--- src/rtl/ex_pkg.sv ---
// Shared encodings for the EX/MEM stage: ALUOp field values, ALU operations
// and the branch FUNC3 compare codes.
package ex_pkg;

    localparam logic [1:0] ALUOP_ADD  = 2'b00;
    localparam logic [1:0] ALUOP_SUB  = 2'b01;
    localparam logic [1:0] ALUOP_FUNC = 2'b10;
    localparam logic [1:0] ALUOP_ADDX = 2'b11;

    typedef enum logic [3:0] {
        ALU_ADD,
        ALU_SUB,
        ALU_SLL,
        ALU_SLT,
        ALU_SLTU,
        ALU_XOR,
        ALU_SRL,
        ALU_SRA,
        ALU_OR,
        ALU_AND
    } alu_op_e;

    localparam logic [2:0] BR_EQ  = 3'b000;
    localparam logic [2:0] BR_NE  = 3'b001;
    localparam logic [2:0] BR_LT  = 3'b100;
    localparam logic [2:0] BR_GE  = 3'b101;
    localparam logic [2:0] BR_LTU = 3'b110;
    localparam logic [2:0] BR_GEU = 3'b111;

    // Immediate forms never subtract: FUNC7[5] only selects SUB for register operands.
    function automatic alu_op_e alu_decode(
        input logic [1:0] aluop,
        input logic [2:0] func3,
        input logic       func7_5,
        input logic       alusrc
    );
        alu_op_e op;
        op = ALU_ADD;
        case (aluop)
            ALUOP_ADD, ALUOP_ADDX: op = ALU_ADD;
            ALUOP_SUB:             op = ALU_SUB;
            ALUOP_FUNC: begin
                case (func3)
                    3'b000: begin
                        if (func7_5 && !alusrc) op = ALU_SUB;
                        else                    op = ALU_ADD;
                    end
                    3'b001: op = ALU_SLL;
                    3'b010: op = ALU_SLT;
                    3'b011: op = ALU_SLTU;
                    3'b100: op = ALU_XOR;
                    3'b101: begin
                        if (func7_5) op = ALU_SRA;
                        else         op = ALU_SRL;
                    end
                    3'b110: op = ALU_OR;
                    3'b111: op = ALU_AND;
                    default: op = ALU_ADD;
                endcase
            end
            default: op = ALU_ADD;
        endcase
        return op;
    endfunction

endpackage

--- src/rtl/ex_alu.sv ---
// Combinational 32-bit ALU for the execute stage; shift amount is operand B[4:0].
module ex_alu
    import ex_pkg::*;
(
    input  logic [3:0]  op_i,
    input  logic [31:0] a_i,
    input  logic [31:0] b_i,
    output logic [31:0] result_o
);

    logic [4:0] shamt;
    assign shamt = b_i[4:0];

    always_comb begin
        result_o = '0;
        case (alu_op_e'(op_i))
            ALU_ADD:  result_o = a_i + b_i;
            ALU_SUB:  result_o = a_i - b_i;
            ALU_SLL:  result_o = a_i << shamt;
            ALU_SLT:  result_o = {31'b0, $signed(a_i) < $signed(b_i)};
            ALU_SLTU: result_o = {31'b0, a_i < b_i};
            ALU_XOR:  result_o = a_i ^ b_i;
            ALU_SRL:  result_o = a_i >> shamt;
            ALU_SRA:  result_o = $unsigned($signed(a_i) >>> shamt);
            ALU_OR:   result_o = a_i | b_i;
            ALU_AND:  result_o = a_i & b_i;
            default:  result_o = '0;
        endcase
    end

endmodule

--- src/rtl/ex_mem_stage.sv ---
// EX/MEM pipeline stage: ALU, branch resolution with one-slot wrong-path kill,
// stall/flush handling and retired/taken counters. State advances on negedge CLK.
module ex_mem_stage
    import ex_pkg::*;
(
    input  logic        CLK,
    input  logic        RSTN,
    input  logic        IN_VALID,
    input  logic [31:0] IN_PC,
    input  logic [5:0]  IN_RD,
    input  logic [2:0]  IN_FUNC3,
    input  logic [6:0]  IN_FUNC7,
    input  logic [1:0]  IN_ALUOp,
    input  logic        IN_ALUSrc,
    input  logic        IN_Branch,
    input  logic        IN_MemRead,
    input  logic        IN_MemWrite,
    input  logic        IN_RegWrite,
    input  logic        IN_MemToReg,
    input  logic [31:0] IN_READ_DATA_1,
    input  logic [31:0] IN_READ_DATA_2,
    input  logic [31:0] IN_IMM,
    input  logic        STALL,
    input  logic        FLUSH,
    output logic        OUT_VALID,
    output logic [31:0] OUT_ALU_RESULT,
    output logic [31:0] OUT_WRITE_DATA,
    output logic [5:0]  OUT_RD,
    output logic        OUT_MemRead,
    output logic        OUT_MemWrite,
    output logic        OUT_RegWrite,
    output logic        OUT_MemToReg,
    output logic        OUT_BRANCH_TAKEN,
    output logic [31:0] OUT_BRANCH_TARGET,
    output logic [31:0] OUT_RETIRED,
    output logic [31:0] OUT_TAKEN_CNT
);

    logic        valid_q,    valid_d;
    logic [31:0] alu_q,      alu_d;
    logic [31:0] wdata_q,    wdata_d;
    logic [5:0]  rd_q,       rd_d;
    logic        memread_q,  memread_d;
    logic        memwrite_q, memwrite_d;
    logic        regwrite_q, regwrite_d;
    logic        memtoreg_q, memtoreg_d;
    logic        taken_q,    taken_d;
    logic [31:0] target_q,   target_d;
    logic [31:0] retired_q,  retired_d;
    logic [31:0] taken_cnt_q, taken_cnt_d;
    logic        kill_q,     kill_d;

    alu_op_e     alu_op;
    logic [31:0] op_b;
    logic [31:0] alu_result;
    logic        br_cond;
    logic        br_taken;
    logic        accept;
    logic        func7_unused;

    assign func7_unused = ^{IN_FUNC7[6], IN_FUNC7[4:0]};

    assign alu_op = alu_decode(IN_ALUOp, IN_FUNC3, IN_FUNC7[5], IN_ALUSrc);
    assign op_b   = IN_ALUSrc ? IN_IMM : IN_READ_DATA_2;

    ex_alu u_alu (
        .op_i     (alu_op),
        .a_i      (IN_READ_DATA_1),
        .b_i      (op_b),
        .result_o (alu_result)
    );

    always_comb begin
        br_cond = 1'b0;
        case (IN_FUNC3)
            BR_EQ:   br_cond = (IN_READ_DATA_1 == IN_READ_DATA_2);
            BR_NE:   br_cond = (IN_READ_DATA_1 != IN_READ_DATA_2);
            BR_LT:   br_cond = ($signed(IN_READ_DATA_1) <  $signed(IN_READ_DATA_2));
            BR_GE:   br_cond = ($signed(IN_READ_DATA_1) >= $signed(IN_READ_DATA_2));
            BR_LTU:  br_cond = (IN_READ_DATA_1 <  IN_READ_DATA_2);
            BR_GEU:  br_cond = (IN_READ_DATA_1 >= IN_READ_DATA_2);
            default: br_cond = 1'b0;
        endcase
    end

    assign br_taken = IN_Branch & br_cond;
    assign accept   = IN_VALID & ~kill_q & ~STALL & ~FLUSH;

    // FLUSH outranks STALL; a kill-bubbled or invalid slot clears controls like a flush.
    always_comb begin
        valid_d     = valid_q;
        alu_d       = alu_q;
        wdata_d     = wdata_q;
        rd_d        = rd_q;
        memread_d   = memread_q;
        memwrite_d  = memwrite_q;
        regwrite_d  = regwrite_q;
        memtoreg_d  = memtoreg_q;
        taken_d     = 1'b0;
        target_d    = target_q;
        retired_d   = retired_q;
        taken_cnt_d = taken_cnt_q;
        kill_d      = kill_q;

        if (FLUSH || (!STALL && !accept)) begin
            valid_d    = 1'b0;
            memread_d  = 1'b0;
            memwrite_d = 1'b0;
            regwrite_d = 1'b0;
            memtoreg_d = 1'b0;
            kill_d     = 1'b0;
        end else if (accept) begin
            valid_d    = 1'b1;
            alu_d      = alu_result;
            wdata_d    = IN_READ_DATA_2;
            rd_d       = IN_RD;
            memread_d  = IN_MemRead;
            memwrite_d = IN_MemWrite;
            regwrite_d = IN_RegWrite;
            memtoreg_d = IN_MemToReg;
            taken_d    = br_taken;
            kill_d     = br_taken;
            retired_d  = retired_q + 32'd1;
            if (br_taken) begin
                target_d    = IN_PC + IN_IMM;
                taken_cnt_d = taken_cnt_q + 32'd1;
            end
        end
    end

    always_ff @(negedge CLK or negedge RSTN) begin
        if (!RSTN) begin
            valid_q     <= 1'b0;
            alu_q       <= '0;
            wdata_q     <= '0;
            rd_q        <= '0;
            memread_q   <= 1'b0;
            memwrite_q  <= 1'b0;
            regwrite_q  <= 1'b0;
            memtoreg_q  <= 1'b0;
            taken_q     <= 1'b0;
            target_q    <= '0;
            retired_q   <= '0;
            taken_cnt_q <= '0;
            kill_q      <= 1'b0;
        end else begin
            valid_q     <= valid_d;
            alu_q       <= alu_d;
            wdata_q     <= wdata_d;
            rd_q        <= rd_d;
            memread_q   <= memread_d;
            memwrite_q  <= memwrite_d;
            regwrite_q  <= regwrite_d;
            memtoreg_q  <= memtoreg_d;
            taken_q     <= taken_d;
            target_q    <= target_d;
            retired_q   <= retired_d;
            taken_cnt_q <= taken_cnt_d;
            kill_q      <= kill_d;
        end
    end

    assign OUT_VALID         = valid_q;
    assign OUT_ALU_RESULT    = alu_q;
    assign OUT_WRITE_DATA    = wdata_q;
    assign OUT_RD            = rd_q;
    assign OUT_MemRead       = memread_q;
    assign OUT_MemWrite      = memwrite_q;
    assign OUT_RegWrite      = regwrite_q;
    assign OUT_MemToReg      = memtoreg_q;
    assign OUT_BRANCH_TAKEN  = taken_q;
    assign OUT_BRANCH_TARGET = target_q;
    assign OUT_RETIRED       = retired_q;
    assign OUT_TAKEN_CNT     = taken_cnt_q;

endmodule

--- config.mk ---
export PLATFORM = sky130hd
export DESIGN_NAME = ex_mem_stage
export DESIGN_NICKNAME = d
export VERILOG_FILES = /design/src/rtl/ex_pkg.sv /design/src/rtl/ex_alu.sv /design/src/rtl/ex_mem_stage.sv
export SDC_FILE = /design/constraint.sdc
export NUM_CORES = 1
export LEC_CHECK = 0
export ABC_AREA = 0
export BUFFER_PORTS_ARGS = -buffer_cell sky130_fd_sc_hd__buf_2
export CAP_MARGIN = 20
export CORE_MARGIN = 2
export CORE_UTILIZATION = 58
export DETAILED_ROUTE_END_ITERATION = 8
export PLACE_DENSITY_LB_ADDON = 0.08
export SYNTH_ARGS = -nofsm -noshare
export SYNTH_HDL_FRONTEND = slang
export SYNTH_SLANG_ARGS = --single-unit
--- constraint.sdc ---
create_clock -name CLK -period 3.25 [get_ports CLK]
set_clock_uncertainty 0.15 [all_clocks]
set_input_delay 0.1625 -clock CLK [delete_from_list [all_inputs] [get_ports CLK]]
set_output_delay 0.1625 -clock CLK [all_outputs]
set_load 0.01 [all_outputs]
==> run summary, run 1 <==
The run gives 76 as the maximum number of pins on one net before global-route repair. Counting instances in the post-synthesis netlist gives the leading cell types as 307 x sky130_fd_sc_hd__nand2_1, 219 x sky130_fd_sc_hd__nor2_1, 188 x sky130_fd_sc_hd__a21oi_1. It got as far as 5_1_grt and failed there. The async set-reset flop share out of synthesis was 1.00.

In this run the clock root is driven by a sky130_fd_sc_hd__clkbuf_16. The tools report the starting density of the core as 0.589. Counting distinct cell types in the post-synthesis netlist gives 92.

Of all cell types, the one taking the most synthesized area is sky130_fd_sc_hd__dfrtn_1. Port buffering added 322 buffers. The run gives 1.14 as the placer congestion estimate. During synthesis, Yosys emitted a total of 0 warnings.

The logs give -2.20 ns for the pre-CTS worst setup slack and 329 for the I/O pin total. The synthesized area divided by synthesized cell count is 7.65 um2, and the area of the mapped netlist is 18000 um2. For the synthesized instance count, the log shows 2348. The first error in the log reads "[ERROR GRT-0116] Global routing finished with congestion. Check the congestion regions in the DRC Viewer". The most numerous cell in the Yosys netlist was sky130_fd_sc_hd__nand2_1.

Sorting the synthesized cells by area gives the leading types as sky130_fd_sc_hd__dfrtn_1 24%, sky130_fd_sc_hd__ha_1 11%, sky130_fd_sc_hd__nand2_1 6.4%, sky130_fd_sc_hd__mux2i_1 5.7%, sky130_fd_sc_hd__a21oi_1 5.2%. The run gives 17 as the number of clock buffers inserted by TritonCTS. The tools report the half-perimeter wire length of the detailed placement result as 64700 um.

The area share of the largest cell type after synthesis came out at 0.241. The synthesized net count came out at 2672. In this run, synthesis inferred 0 flip-flops with an integrated enable. The floorplan step set the die height to 180 um. After floorplanning, the core was divided into 64 placement rows.

The post-synthesis register bit count is 173. The number of global-route vias before repair is 28100. The run gives 0.241 as the sequential cell area fraction in the yosys report. The first global-routing pass estimated 179000 um of wire. The all-layer global routing usage was 0.726; the maximum number of buffers from clock root to sink was 2. For the sum of overflow across all layers after global routing, the log shows 14. The run stopped with a tool error. Among all flip-flop cells after synthesis, the most frequent one is sky130_fd_sc_hd__dfrtn_1. The tree built by TritonCTS fans out to 173 sinks. The die is 180 um wide.

The maximum level of the CTS H-tree is 4. Count of hold buffers inserted by post-cts repair: 0.
per-layer routing:
layer | global-route usage | GRT overflow
met5 | 0.184 | 0
met4 | 0.711 | 6
met2 | 0.922 | 7
met1 | 0.750 | 0
met3 | 0.513 | 1
per-stage QoR:
stage / hold slack (ns) / area, um2 / utilization / std cells
after floorplan: 0.280 / 18900 / - / 2348
after global placement: 0.246 / 24800 / 0.812 / 3514
after detailed placement: 0.246 / 24800 / 0.812 / 3514
after CTS: 0.253 / 27000 / 0.884 / 3592
cells by family after synthesis:
family	synth area share
fa+ha+maj	0.118
flops	0.241
buf+inv	0.0637
xor+xnor	0.0556
simple gates	0.198
mux	0.0699
compound gates	0.254
what timing repair did:
item,in CTS
resized for setup,246
buffers inserted,42
pin swaps,108
cloned,8
endpoints found under the setup margin,149
endpoints found under the hold margin,0
==> run 2, diff against run 1 <==
--- a/config.mk
+++ b/config.mk
@@ -9,9 +9,9 @@
 export BUFFER_PORTS_ARGS = -buffer_cell sky130_fd_sc_hd__buf_2
 export CAP_MARGIN = 20
 export CORE_MARGIN = 2
-export CORE_UTILIZATION = 58
+export CORE_UTILIZATION = 40
 export DETAILED_ROUTE_END_ITERATION = 8
-export PLACE_DENSITY_LB_ADDON = 0.08
+export PLACE_DENSITY_LB_ADDON = 0.15
 export SYNTH_ARGS = -nofsm -noshare
 export SYNTH_HDL_FRONTEND = slang
 export SYNTH_SLANG_ARGS = --single-unit
==> run 2 against run 1 <==
The flow now finishes, with violations (negative setup slack). Synthesized cell count unchanged. Area after synthesis did not move.
==> run summary, run 2 <==
Sorting the synthesized cells by how often they occur yields 307 x sky130_fd_sc_hd__nand2_1, 219 x sky130_fd_sc_hd__nor2_1, 188 x sky130_fd_sc_hd__a21oi_1. Setup repair after global routing could not meet its margin everywhere. The wire length per cell after detailed routing is 23.0 um. Traced cell by cell, the critical path runs through buf_8 -> buf_12 -> buf_12 -> o21a_4 -> buf_4 -> ha_4 -> a2111oi_4 -> a211oi_2 -> buf_4 -> a211oi_4 -> a21oi_2 -> buf_4 -> a211o_1 -> a211oi_2 -> mux2i_1 -> xor2_1 -> a21oi_1. The nature of the critical path endpoint is a flop. The sum of overflow across all layers after global routing was 0; the insertion delay to the later sink of the worst-skew pair was 0.45 ns.

In the synthesized netlist, the number of instances is 2348. For this run, the leading register cell type out of synthesis is sky130_fd_sc_hd__dfrtn_1. Summed over all cells, the static leakage comes to 13.9 nW.

The total of endpoints with negative setup slack in the final report was 99; the routed wire length was 88400 um. By area the synthesized netlist is led by sky130_fd_sc_hd__dfrtn_1 24%, sky130_fd_sc_hd__ha_1 11%, sky130_fd_sc_hd__nand2_1 6.4%, sky130_fd_sc_hd__mux2i_1 5.7%, sky130_fd_sc_hd__a21oi_1 5.2%. The run gives 68400 um as the half-perimeter wire length of the detailed placement result. The number of global-route vias before repair was 21700.

The logs give 0.405 for the starting density of the core and 329 for the I/O pin total. Cell with the biggest individual delay on the critical path: sky130_fd_sc_hd__a2111oi_4. Synthesis instantiated 92 different standard cells from the library. Max-cap violations in this run came to 0.

TritonCTS built the clock tree. The tree is rooted in a sky130_fd_sc_hd__clkbuf_16. Among the stages of the critical path, the cell type that occurs most often is sky130_fd_sc_hd__buf_4. The floorplan row count is 77, and the growth of design area from synthesis to finish is 59.8%. The length of the first detailed-routing pass in iterations was 6. STA classifies the critical path startpoint as an input pin.

Counting flops and latches in the post-synthesis netlist gives 173. Power spread over the standard cell area amounts to 364 nW/um2. The run gives 0 as the number of failing hold endpoints at the final stage.

The number of antenna violations at the first check in global routing is 3. The most numerous cell in the Yosys netlist is sky130_fd_sc_hd__nand2_1. For the pin with the worst max-slew slack, the measured transition is 0.694 ns. STA puts the critical path data arrival time at 3.40 ns.

The async set-reset flop share out of synthesis came out at 1.00. The cell taking the most area after synthesis was sky130_fd_sc_hd__dfrtn_1. All-layer global routing usage: 0.361.

The stage delay of the slowest cell on the critical path came out at 0.35 ns. After the last flow step, the layout net total stands at 3564. The tools report the number of nets with antenna violations after detailed routing as 0. The wire length of the first global-routing pass is 129000 um. The run finished, with violations left.

The filler cells instantiated in the layout total 3857. The final reports fail on negative setup slack. The sequential cell area fraction in the yosys report came out at 0.241.

Clock tree synthesis found a total of 173 sinks. In this run, the number of DRC markers left after iteration 0 of detailed routing was 2044. The maximum number of buffers from clock root to sink was 2. For the worst setup path, the data required time is 1.77 ns. The floorplan core area came out at 44300 um2.

In this run the tool buffered the top-level ports with 322 buffer cells. The post-route core utilization came out at 0.647. The run gives 0 as the number of max-slew violations in the final report. Of all nets on the critical path, the largest fanout is 15.

Routability-driven placement finished with a final weighted congestion of 1.00. The run gives 22200 as the overall via count from detail_route. Final setup slack of the worst path: -1.62 ns. After clock tree synthesis, the clock-pin slew on the worst setup and hold paths is 0.06 ns. For the count of hold buffers inserted by post-cts repair, the log shows 0. The run gives 0.405 mV as the maximum vdd drop. For this run, the number of Yosys warnings is 0. The die area was 46600 um2. Summing every instance area after synthesis gives 18000 um2. The synthesized net count is 2672, and the normalized max-slew margin is 0.538. Classification of the worst setup path: in -> reg. In this run, synthesis inferred 0 flip-flops with an integrated enable.

The area share of the largest cell type after synthesis is 0.241. Leaving out fill and tap cells, the most frequent cells in the layout are 624 x sky130_fd_sc_hd__buf_4, 300 x sky130_fd_sc_hd__buf_2, 289 x sky130_fd_sc_hd__nand2_1. The average instance in the mapped netlist occupies 7.65 um2. The number of vias per cell after detailed routing came out at 5.77. The min-delay analysis places its worst path in the category reg -> reg. The die width was 216 um; the share of layout cells above drive strength 1 was 0.444. In this run, CTS created clock tree buffers numbering 17.

In the routed design, unresolved DRC markers number 0. The height of the die is 216 um, and the maximum level of the CTS H-tree is 4. Commonest non-fill, non-tap cell in the layout: sky130_fd_sc_hd__buf_4. The logs give -2.33 ns for the pre-CTS worst setup slack and 76 for the maximum number of pins on one net before global-route repair.
## run 2: cell counts after synthesis
No cell type changed its count.
## run 2: final timing paths
path / start / endpoint / slack, ns / depth (start not counted)
worst max register to register: kill_q / OUT_TAKEN_CNT[20] / 0.38 / 10
max in group asynchronous: RSTN / OUT_ALU_RESULT[16] / 1.30 / 2
min in group asynchronous: RSTN / OUT_TAKEN_CNT[30] / 0.98 / 1
worst max-delay path: IN_ALUSrc / OUT_ALU_RESULT[27] / -1.62 / 17
worst min register to register: OUT_RETIRED[31] / OUT_RETIRED[31] / 0.25 / 1
worst min-delay path: OUT_RETIRED[31] / OUT_RETIRED[31] / 0.25 / 1
## run 2: worst max-delay path: cells and delay by family
kind,cells,cell delay (ns)
AOI/OAI and AO/OA,8,1.83
muxes,1,0.12
buffers and inverters,6,0.88
xor gates and xnor gates,1,0.18
adders and majority gates,1,0.19
## run 2: kinds of logic after synthesis
family | share of synthesized area
mux | 0.0699
fa+ha+maj | 0.118
flops | 0.241
compound gates | 0.254
xor+xnor | 0.0556
simple gates | 0.198
buf+inv | 0.0637
## run 2: where the power goes
group          leakage (nW)  internal, mW  switching (mW)
sequential             2.19          2.54           0.278
combinational          11.5          2.46            2.94
clock                 0.296          1.06            1.18
total                  13.9          6.06            4.40
## run 2: area by class of cell
type / count / area [um2] / share of cell area
timing repair buffer: 1014 / 7590 / 0.264
antenna: 3 / 7.51 / 0.000262
sequential: 173 / 4330 / 0.151
tap: 592 / 741 / 0.0258
clock inverter: 15 / 179 / 0.00624
multi-input combinational: 1892 / 14900 / 0.518
clock buffer: 17 / 425 / 0.0148
inverter: 142 / 574 / 0.0200
## run 2: timing repair
action,CTS,global route
pin swaps,85,113
setup endpoints to repair,113,112
gates cloned,4,9
buffers inserted,22,49
gates resized for setup,214,236
## run 2: through the flow
| step | hold slack (ns) | power [mW] | cells | instance area [um2] | TNS, ns |
|---|---|---|---|---|---|
| 6_report | 0.253 | 10.5 | 3848 | 28700 | -118.54 |
| 5_1_grt | 0.276 | 11.0 | 3848 | 28700 | -126.49 |
| 4_1_cts | 0.263 | 9.99 | 3792 | 27000 | -106.09 |
| 3_5_place_dp | 0.255 | 7.45 | 3736 | 25200 | -204.15 |
| 3_3_place_gp | 0.245 | 7.39 | 3736 | 25200 | -198.30 |
| 2_1_floorplan | 0.280 | 5.16 | 2348 | 18900 | -132.84 |
## run 2: metal layers
layer / GRT usage / part of all wire
met1: 0.441 / 0.40
met2: 0.605 / 0.46
met3: 0.0615 / 0.077
met4: 0.200 / 0.064
met5: 0 / 0
Note: power is estimated with default switching activity, not from simulation.
